File: config.mk
export PLATFORM = sky130hd
export DESIGN_NAME = bus_rv32_channel_bridge
export DESIGN_NICKNAME = d
export VERILOG_FILES = /design/src/rtl/bus_rv32_channel_bridge_pkg.sv /design/src/rtl/bus_rv32_addr_decode.sv /design/src/rtl/bus_rv32_channel_bridge.sv
export SDC_FILE = /design/constraint.sdc
export NUM_CORES = 1
export LEC_CHECK = 0
export CAP_MARGIN = 20
export CORE_AREA = 5 5 118 120
export DETAILED_ROUTE_END_ITERATION = 16
export DIE_AREA = 0 0 123 125
export DONT_BUFFER_PORTS = 1
export SYNTH_ARGS = -nofsm -noshare
export SYNTH_HDL_FRONTEND = slang
export SYNTH_SLANG_ARGS = --single-unit
File: constraint.sdc
create_clock -name clk_i -period 3.2 [get_ports clk_i]
set_input_delay 0.64 -clock clk_i [delete_from_list [all_inputs] [get_ports clk_i]]
set_output_delay 0.64 -clock clk_i [all_outputs]
set_load 0.005 [all_outputs]
File: src/rtl/bus_rv32_channel_bridge_pkg.sv
// Widths, bridge state encoding and constants shared by the rv32 channel bridge files.
package cpu_reg_package;

  localparam int address_width = 32;
  localparam int data_width    = 32;
  localparam int MAX_CH        = 16;

  localparam logic [data_width-1:0] ERR_DATA = 32'hDEAD_BEEF;

  typedef enum logic [1:0] {
    IDLE,
    ISSUE,
    WAIT,
    DONE
  } bridge_state_t;

  // Channels sit on consecutive 256-byte windows starting at 0x9000.
  function automatic logic [MAX_CH-1:0][address_width-1:0] default_ch_base();
    logic [MAX_CH-1:0][address_width-1:0] bases;
    for (int k = 0; k < MAX_CH; k++) begin
      bases[k] = 32'h0000_9000 + 32'(k) * 32'h100;
    end
    return bases;
  endfunction

  localparam logic [MAX_CH-1:0][address_width-1:0] CH_BASE_DEFAULT = default_ch_base();

endpackage

File: src/rtl/bus_rv32_addr_decode.sv
// Masked address compare against every channel base; the lowest matching channel wins.
module bus_rv32_addr_decode
  import cpu_reg_package::*;
#(
  parameter int NUM_CH = 4,
  parameter logic [MAX_CH-1:0][address_width-1:0] CH_BASE = CH_BASE_DEFAULT,
  parameter logic [address_width-1:0] CH_MASK = 32'hFFFF_FF00,
  localparam int IDX_W = (NUM_CH > 1) ? $clog2(NUM_CH) : 1
) (
  input  logic [address_width-1:0] address,
  output logic                     hit,
  output logic [IDX_W-1:0]         index
);

  // Scan from the top so a lower-numbered match overrides a higher one.
  always_comb begin
    hit   = 1'b0;
    index = '0;
    for (int k = NUM_CH - 1; k >= 0; k--) begin
      if ((address & CH_MASK) == CH_BASE[k]) begin
        hit   = 1'b1;
        index = IDX_W'(k);
      end
    end
  end

endmodule

File: src/rtl/bus_rv32_channel_bridge.sv
// Bridges single-cycle CPU access strobes onto one of NUM_CH busy-handshaked target channels,
// holding the CPU in halt until the channel finishes or the access times out.
module bus_rv32_channel_bridge
  import cpu_reg_package::*;
#(
  parameter int NUM_CH = 4,
  parameter int TIMEOUT_CYCLES = 256,
  parameter logic [MAX_CH-1:0][address_width-1:0] CH_BASE = CH_BASE_DEFAULT,
  parameter logic [address_width-1:0] CH_MASK = 32'hFFFF_FF00
) (
  input  logic                               clk_i,
  input  logic                               reset_i,
  input  logic                               req_i,
  input  logic [address_width-1:0]           address_i,
  input  logic [data_width-1:0]              data_i,
  input  logic                               we_i,
  input  logic [3:0]                         we_ram_i,
  output logic                               cpu_halt_o,
  output logic [data_width-1:0]              rdata_o,
  output logic                               rdata_valid_o,
  output logic                               miss_o,
  output logic                               err_o,
  output logic [NUM_CH-1:0]                  ch_valid_o,
  output logic [address_width-1:0]           ch_address_o,
  output logic [data_width-1:0]              ch_data_o,
  output logic                               ch_we_o,
  output logic [3:0]                         ch_be_o,
  input  logic [NUM_CH-1:0][data_width-1:0]  ch_rdata_i,
  input  logic [NUM_CH-1:0]                  ch_busy_i
);

  localparam int IDX_W = (NUM_CH > 1) ? $clog2(NUM_CH) : 1;
  localparam int CNT_W = $clog2(TIMEOUT_CYCLES + 1);
  localparam logic [CNT_W-1:0] LAST_COUNT = CNT_W'(TIMEOUT_CYCLES - 1);

  bridge_state_t    state;
  logic [CNT_W-1:0] counter;
  logic [IDX_W-1:0] sel_idx;
  logic             halt_q;
  logic             hit;
  logic [IDX_W-1:0] hit_idx;

  bus_rv32_addr_decode #(
    .NUM_CH (NUM_CH),
    .CH_BASE(CH_BASE),
    .CH_MASK(CH_MASK)
  ) u_decode (
    .address(address_i),
    .hit    (hit),
    .index  (hit_idx)
  );

  // The CPU must stall in the very cycle it strobes a hit, before the FSM has moved.
  assign cpu_halt_o = halt_q | ((state == IDLE) & req_i & hit);

  always_ff @(posedge clk_i) begin
    if (reset_i) begin
      state         <= IDLE;
      counter       <= '0;
      sel_idx       <= '0;
      halt_q        <= 1'b0;
      rdata_o       <= '0;
      rdata_valid_o <= 1'b0;
      miss_o        <= 1'b0;
      err_o         <= 1'b0;
      ch_valid_o    <= '0;
      ch_address_o  <= '0;
      ch_data_o     <= '0;
      ch_we_o       <= 1'b0;
      ch_be_o       <= '0;
    end else begin
      rdata_valid_o <= 1'b0;
      miss_o        <= 1'b0;
      ch_valid_o    <= '0;
      case (state)
        IDLE: begin
          if (req_i) begin
            if (hit) begin
              ch_address_o <= address_i;
              ch_data_o    <= data_i;
              ch_we_o      <= we_i;
              ch_be_o      <= we_ram_i;
              sel_idx      <= hit_idx;
              ch_valid_o   <= NUM_CH'(1) << hit_idx;
              halt_q       <= 1'b1;
              state        <= ISSUE;
            end else begin
              miss_o <= 1'b1;
            end
          end
        end
        ISSUE: begin
          counter <= '0;
          state   <= WAIT;
        end
        // Reaching the last count aborts even if busy drops in that same cycle.
        WAIT: begin
          if (counter == LAST_COUNT) begin
            if (!ch_we_o) begin
              rdata_o <= ERR_DATA;
            end
            err_o         <= 1'b1;
            halt_q        <= 1'b0;
            rdata_valid_o <= 1'b1;
            state         <= DONE;
          end else if (ch_busy_i[sel_idx]) begin
            counter <= counter + 1'b1;
          end else begin
            if (!ch_we_o) begin
              rdata_o <= ch_rdata_i[sel_idx];
            end
            halt_q        <= 1'b0;
            rdata_valid_o <= 1'b1;
            state         <= DONE;
          end
        end
        DONE: begin
          state <= IDLE;
        end
        default: begin
          state <= IDLE;
        end
      endcase
    end
  end

endmodule

==> impl_metrics.env, run 1 <==
export IMPL_viasPerCell=6.25
export IMPL_fill_cells=1194
export IMPL_synthFlopType="dfxtp_1"
export IMPL_first_pass_iters=5
export IMPL_reg2reg_slack_ns=0.64
export IMPL_hold_viol=0
export IMPL_row_count=42
export IMPL_post_cts_buffers=0
export IMPL_drv_slew=0
export IMPL_whs_path_depth=1
export IMPL_layout_common_cells="121 x dfxtp_1, 60 x a21oi_1, 51 x nor3_1"
export IMPL_cts_resized=0
export IMPL_startpoint_type="flip-flop"
export IMPL_path_class="reg -> out"
export IMPL_hp_start="address_i[8]"
export IMPL_syn_area_sq_um=5580
export IMPL_antenna_found_initial=0
export IMPL_ys_seq_area_share_pct=43.8
export IMPL_cts_hold_buf=0
export IMPL_area_growth_pct=12.5
export IMPL_drive_gt1_share_pct=14.3
export IMPL_grt_pass1_wl_microns=25900
export IMPL_clock_skew_ns=0.00722
export IMPL_p_total_mw=3.88
export IMPL_rsz0062_at_grt="no"
export IMPL_clock_sinks=122
export IMPL_track_usage_pct=21.6
export IMPL_regArea_sq_um=2440
export IMPL_synth_simple_gate_area_share_pct=21.8
export IMPL_ios=313
export IMPL_syn_inst=587
export IMPL_final_nets=764
export IMPL_crit_path_top_delay_cell="and2_2"
export IMPL_yosysWarnings=0
export IMPL_cts_clk_slew_worst_paths_ns=0.05
export IMPL_syn_avg_cell_area_sq_um=9.50
export IMPL_critical_path_max_stage_delay_ns=0.36
export IMPL_start_util_pct=43.3
export IMPL_final_antenna_net_count=0
export IMPL_die_w_microns=123
export IMPL_synth_edf_count=0
export IMPL_p_leak_nw=1.90
export IMPL_max_vdd_ir_drop_mv=0.286
export IMPL_htree_levels=4
export IMPL_synth_compound_area_share_pct=14.4
export IMPL_synth_xor_area_share_pct=0.314
export IMPL_max_cap_violations=0
export IMPL_hpwl_microns=12800
export IMPL_status="finished, final reports clean"
export IMPL_path_cells="inv_1 > ha_1 > and2_2 > nand3_1 > nand2b_1"
export IMPL_max_freq_ghz=0.386
export IMPL_worstPathRequired_ns=2.56
export IMPL_crit_path_end_kind="output port"
export IMPL_synth_top_family_by_area="simple AND/OR/NAND/NOR gates"
export IMPL_core_area_sq_um=12900
export IMPL_hold_slack_ns=0.301
export IMPL_dp_slack_ns=0.595
export IMPL_synth_nets=796
export IMPL_reg2regPathDepth=8
export IMPL_wirelength_microns=17400
export IMPL_grt_pass1_vias=4661
export IMPL_slew_headroom_pct=32.8
export IMPL_layout_commonest_cell="dfxtp_1"
export IMPL_cts_path_max_buffers=2
export IMPL_wire_per_inst_microns=23.4
export IMPL_period_share_pct=80.9
export IMPL_whs_endpoint="ch_valid_o[2]$_SDFF_PP0_"
export IMPL_finalCriticalPeriod_ns=2.59
export IMPL_grt_overflow=0
export IMPL_fp_dieH_microns=125
export IMPL_antennaDiodeCount=0
export IMPL_cts_root_buf="clkbuf_16"
export IMPL_vias=4645
export IMPL_tightest_slew_ns=1.01
export IMPL_clk_insertion_delay_late_ns=0.41
export IMPL_multi_input_area_sq_um=2860
export IMPL_power_density_nw_per_um2=619
export IMPL_ys_ff_latch=122
export IMPL_synthAdderAreaFrac_pct=1.12
export IMPL_gp_congestion=0.824
export IMPL_regToRegStartpoint="counter[0]$_SDFFE_PP0P_"
export IMPL_die_area_sq_um=15400
export IMPL_yosysUniqueCellTypes=43
export IMPL_setup_slack_ns=0.612
export IMPL_final_setup_tns_ns=0
export IMPL_async_flop_share_pct=0
export IMPL_r2r_end="rdata_o[1]$_SDFFE_PP0P_"
export IMPL_post_synth_mux_area_share_pct=13.5
export IMPL_drtIter0Drc=408
export IMPL_hold_path_class="in -> reg"
export IMPL_cts_buffers=17
export IMPL_post_dp_cell_area_sq_um=5650
export IMPL_finalInstanceArea_sq_um=6270
export IMPL_cts_tree="done"
export IMPL_grt_max_degree=101
export IMPL_numPortBuffers=0
export IMPL_cp_arrival_ns=1.95
export IMPL_finalSetupViolCount=0
export IMPL_crit_fanout=14
export IMPL_drc=0
critical path: cells and delay by family, from the launching register on:
kind | cells | cell delay (ns)
adders and majority gates | 1 | 0.28
buffers and inverters | 1 | 0.13
DFF | 1 | 0.31
and+or+nand+nor | 3 | 0.81
flip-flops by register name, summed over array words and instances (netlist names):
register / cells
ch_address_o: 32
ch_data_o: 32
halt_q: 1
state: 2
ch_be_o: 4
rdata_valid_o: 1
miss_o: 1
sel_idx: 2
counter: 9
ch_we_o: 1
err_o: 1
rdata_o: 32
ch_valid_o: 4
metrics by stage:
step | cells | utilization (%)
finish | 743 | 48.7
global route | 743 | 48.7
CTS | 743 | 48.7
detailed placement | 712 | 43.9
global placement | 711 | 43.8
floorplan | 587 | -
final cells by class:
type | instances | share of cell area (%)
multi-input combinational | 394 | 45.6
clock inverter | 10 | 2.65
tap | 176 | 3.51
clock buffer | 21 | 7.34
timing repair buffer | 12 | 1.44
inverter | 8 | 0.479
sequential | 122 | 38.9
synth_stat cells, types with 2 or more instances:
master,n,share of area [%]
and3_1,4,0.45
a21oi_1,60,5.4
nor4bb_1,2,0.36
nand4_1,49,5.5
and2_1,23,2.6
nand3_1,18,1.6
mux4_2,33,13
o31ai_1,45,6.1
nor4b_1,2,0.31
a211oi_1,3,0.40
dfxtp_1,122,44
buf_1,7,0.47
nor3_1,51,4.6
nor2b_1,4,0.45
nand2_1,22,1.5
or3_1,3,0.34
o21ai_0,6,0.54
xor2_1,2,0.31
inv_1,7,0.47
o21a_1,2,0.27
a31oi_1,5,0.56
buf_2,8,0.72
nand2b_1,3,0.34
ha_1,5,1.1
clkbuf_1,47,3.2
nor4_1,7,0.79
nor2_1,31,2.1
power by group:
group          internal (mW)  switching [mW]
Clock                   1.34           0.681
Combinational         0.0975           0.209
Sequential              1.54          0.0142
Total                   2.98           0.905
kinds of logic (layout without fill, tap and decap cells):
family	Yosys count	in the layout
flip-flops	122	122
XOR/XNOR	2	2
AO/OA/AOI/OAI	128	128
AND/OR/NAND/NOR	225	225
buffers and inverters	71	51
multiplexers	34	34
adder cells (fa/ha/maj)	5	5
routing by layer:
layer	part of all wire, %	track usage [%]
met5	0	0
met4	3.2	9.90
met3	9.5	7.36
met2	50	37.0
met1	37	24.1
how the worst max path moves through the flow:
stage               slack [ns]                            end  depth (start not counted)                     from
floorplan                 0.89                     cpu_halt_o                          5            address_i[13]
global placement          0.67  ch_address_o[22]$_SDFFE_PP0P_                          4            address_i[13]
detailed placement        0.60        rdata_o[1]$_SDFFE_PP0P_                          8  counter[0]$_SDFFE_PP0P_
CTS                       0.56                     cpu_halt_o                          5    state[0]$_SDFFE_PP0P_
global route              0.40       rdata_o[25]$_SDFFE_PP0P_                          8  counter[0]$_SDFFE_PP0P_
finish                    0.61                     cpu_halt_o                          5    state[0]$_SDFFE_PP0P_
No activity file was read; power rests on OpenSTA's default activity.
==> inputs of run 2 (changes only) <==
clock period = 2.3 ns   (was 3.2 ns; I/O delays follow)
==> run 2 against run 1 <==
Largest power group unchanged. Global-route usage is 0.22 points higher. Cell area is 1.0% higher. Wire length is 0.50% higher. Critical path depth is 3 higher. Flip-flop and latch count stayed put. Die area stayed put. Critical path type is now reg -> reg. Clock-buffer cell count is 2 lower.
==> impl_metrics.env, run 2 (synthesis gave the netlist of run 1 again) <==
export IMPL_layout_common_cells="121 x dfxtp_1, 59 x a21oi_1, 50 x nor3_1"
export IMPL_cts_path_max_buffers=2
export IMPL_whs_endpoint="rdata_o[20]$_SDFFE_PP0P_"
export IMPL_fin_util_pct=49.2
export IMPL_reg2reg_slack_ns=0.10
export IMPL_grt_overflow=0
export IMPL_crit_path_top_delay_cell="or4_1"
export IMPL_cts_buffers=17
export IMPL_max_cap_violations=0
export IMPL_drive_gt1_share_pct=16.4
export IMPL_status="finished, final reports clean"
export IMPL_hold_viol=0
export IMPL_track_usage_pct=21.9
export IMPL_startpoint_type="flip-flop"
export IMPL_first_pass_iters=5
export IMPL_slew_headroom_pct=61.2
export IMPL_crit_buf_inv=0
export IMPL_row_count=42
export IMPL_hpwl_microns=12700
export IMPL_drtIter0Drc=368
export IMPL_start_util_pct=43.3
export IMPL_r2r_end="state[1]$_SDFFE_PP0P_"
export IMPL_post_dp_cell_area_sq_um=5720
export IMPL_placed_cells=717
export IMPL_cp_arrival_ns=2.51
export IMPL_path_class="reg -> reg"
export IMPL_numPortBuffers=0
export IMPL_regToRegStartpoint="counter[0]$_SDFFE_PP0P_"
export IMPL_setup_slack_ns=0.105
export IMPL_finalCriticalPeriod_ns=2.20
export IMPL_clock_skew_ns=0.0101
export IMPL_layout_commonest_cell="dfxtp_1"
export IMPL_p_sw_mw=1.31
export IMPL_clock_sinks=122
export IMPL_dp_slack_ns=0.119
export IMPL_vias=4770
export IMPL_critical_path_max_stage_delay_ns=0.52
export IMPL_grt_pass1_wl_microns=26200
export IMPL_crit_family="simple AND/OR/NAND/NOR gates"
export IMPL_grt_max_degree=101
export IMPL_htree_levels=4
export IMPL_pwr_share_comb_pct=9.0
export IMPL_hold_slack_ns=0.119
export IMPL_finalInstanceArea_sq_um=6340
export IMPL_reg2regPathDepth=8
export IMPL_antennaDiodeCount=0
export IMPL_cts_clk_slew_worst_paths_ns=0.06
export IMPL_fp_dieH_microns=125
export IMPL_p_clk_share_pct=50.1
export IMPL_path_cells="ha_1 > nand3_1 > nor3_2 > ha_2 > nor2b_1 > and2_4 > or4_1 > o311ai_1"
export IMPL_internal_power_mw=3.97
export IMPL_core_area_sq_um=12900
export IMPL_cts_root_buf="clkbuf_16"
export IMPL_worstPathRequired_ns=2.61
export IMPL_final_antenna_net_count=0
export IMPL_period_share_pct=95.4
export IMPL_area_growth_pct=13.7
export IMPL_reg_largest_list="ch_address_o x32, ch_data_o x32, rdata_o x32"
export IMPL_wire_per_inst_microns=23.3
export IMPL_whs_path_depth=1
export IMPL_hold_path_class="in -> reg"
export IMPL_die_area_sq_um=15400
export IMPL_max_freq_ghz=0.456
export IMPL_die_w_microns=123
export IMPL_drc=0
export IMPL_final_setup_tns_ns=0
export IMPL_final_nets=769
export IMPL_drv_slew=0
export IMPL_wirelength_microns=17400
export IMPL_crit_path_end_kind="flip-flop"
export IMPL_finalSetupViolCount=0
export IMPL_cts_tree="done"
export IMPL_seqPwrFrac_pct=40.9
export IMPL_p_total_mw=5.27
export IMPL_ios=313
export IMPL_crit_fanout=13
export IMPL_max_vdd_ir_drop_mv=0.429
export IMPL_viasPerCell=6.37
export IMPL_tightest_slew_ns=0.582
export IMPL_hp_start="reset_i"
export IMPL_clk_insertion_delay_late_ns=0.41
export IMPL_p_sw_share_pct=24.8
export IMPL_gp_congestion=0.816
export IMPL_post_cts_buffers=0
export IMPL_stdcell_count=749
export IMPL_p_leak_nw=1.91
export IMPL_power_density_nw_per_um2=832
export IMPL_antenna_found_initial=0
export IMPL_grt_pass1_vias=4716
run 2: cell types whose count changed in the layout (fill, tap and decap cells not counted), sizes merged:
cell      previous run  this run
buf                 12        17
clkinvlp             2         7
bufinv               4         2
clkbuf              21        19
clkinv               4         3
inv                  8         9
run 2: power by group through the flow:
stage | sequential (mW) | clock [mW] | combinational [mW]
final | 2.16 | 2.64 | 0.474
after global routing | 2.16 | 2.79 | 0.519
after CTS | 2.16 | 2.68 | 0.462
after detailed placement | 2.21 | 0 | 0.463
after global placement | 2.20 | 0 | 0.454
after floorplan | 2.20 | 0 | 0.361
run 2: how the worst max path moves through the flow:
stage,slack [ns],end,cells after the start,startpoint
6_report,0.10,state[1]$_SDFFE_PP0P_,8,counter[0]$_SDFFE_PP0P_
5_1_grt,-0.02,state[1]$_SDFFE_PP0P_,8,counter[0]$_SDFFE_PP0P_
4_1_cts,0.01,cpu_halt_o,5,state[0]$_SDFFE_PP0P_
3_5_place_dp,0.12,state[1]$_SDFFE_PP0P_,8,counter[0]$_SDFFE_PP0P_
3_3_place_gp,0.23,state[1]$_SDFFE_PP0P_,8,counter[0]$_SDFFE_PP0P_
2_1_floorplan,0.03,rdata_o[0]$_SDFFE_PP0P_,11,counter[0]$_SDFFE_PP0P_
run 2: area by class of cell:
| class | instances | area [sq um] |
|---|---|---|
| tap | 176 | 220 |
| fill | 1176 | 6540 |
| multi-input combinational | 394 | 2880 |
| sequential | 122 | 2440 |
| clock inverter | 13 | 144 |
| timing repair buffer | 17 | 165 |
| inverter | 8 | 30.0 |
| clock buffer | 19 | 453 |
run 2: what timing repair did:
| action | 4_1_cts | 5_1_grt |
|---|---|---|
| gates resized for setup | 0 | 6 |
| setup endpoints to repair | 0 | 7 |
| hold buffers | 0 | 0 |
run 2: per-layer routing:
layer	routed length [microns]	track usage, %	up-vias	part of all wire, %
met3	1780	7.50	37	10
met2	8760	36.6	294	50
met1	6320	25.0	2265	36
met4	580	9.97	0	3.3
met5	0	0	-	0
li1	-	-	2174	-
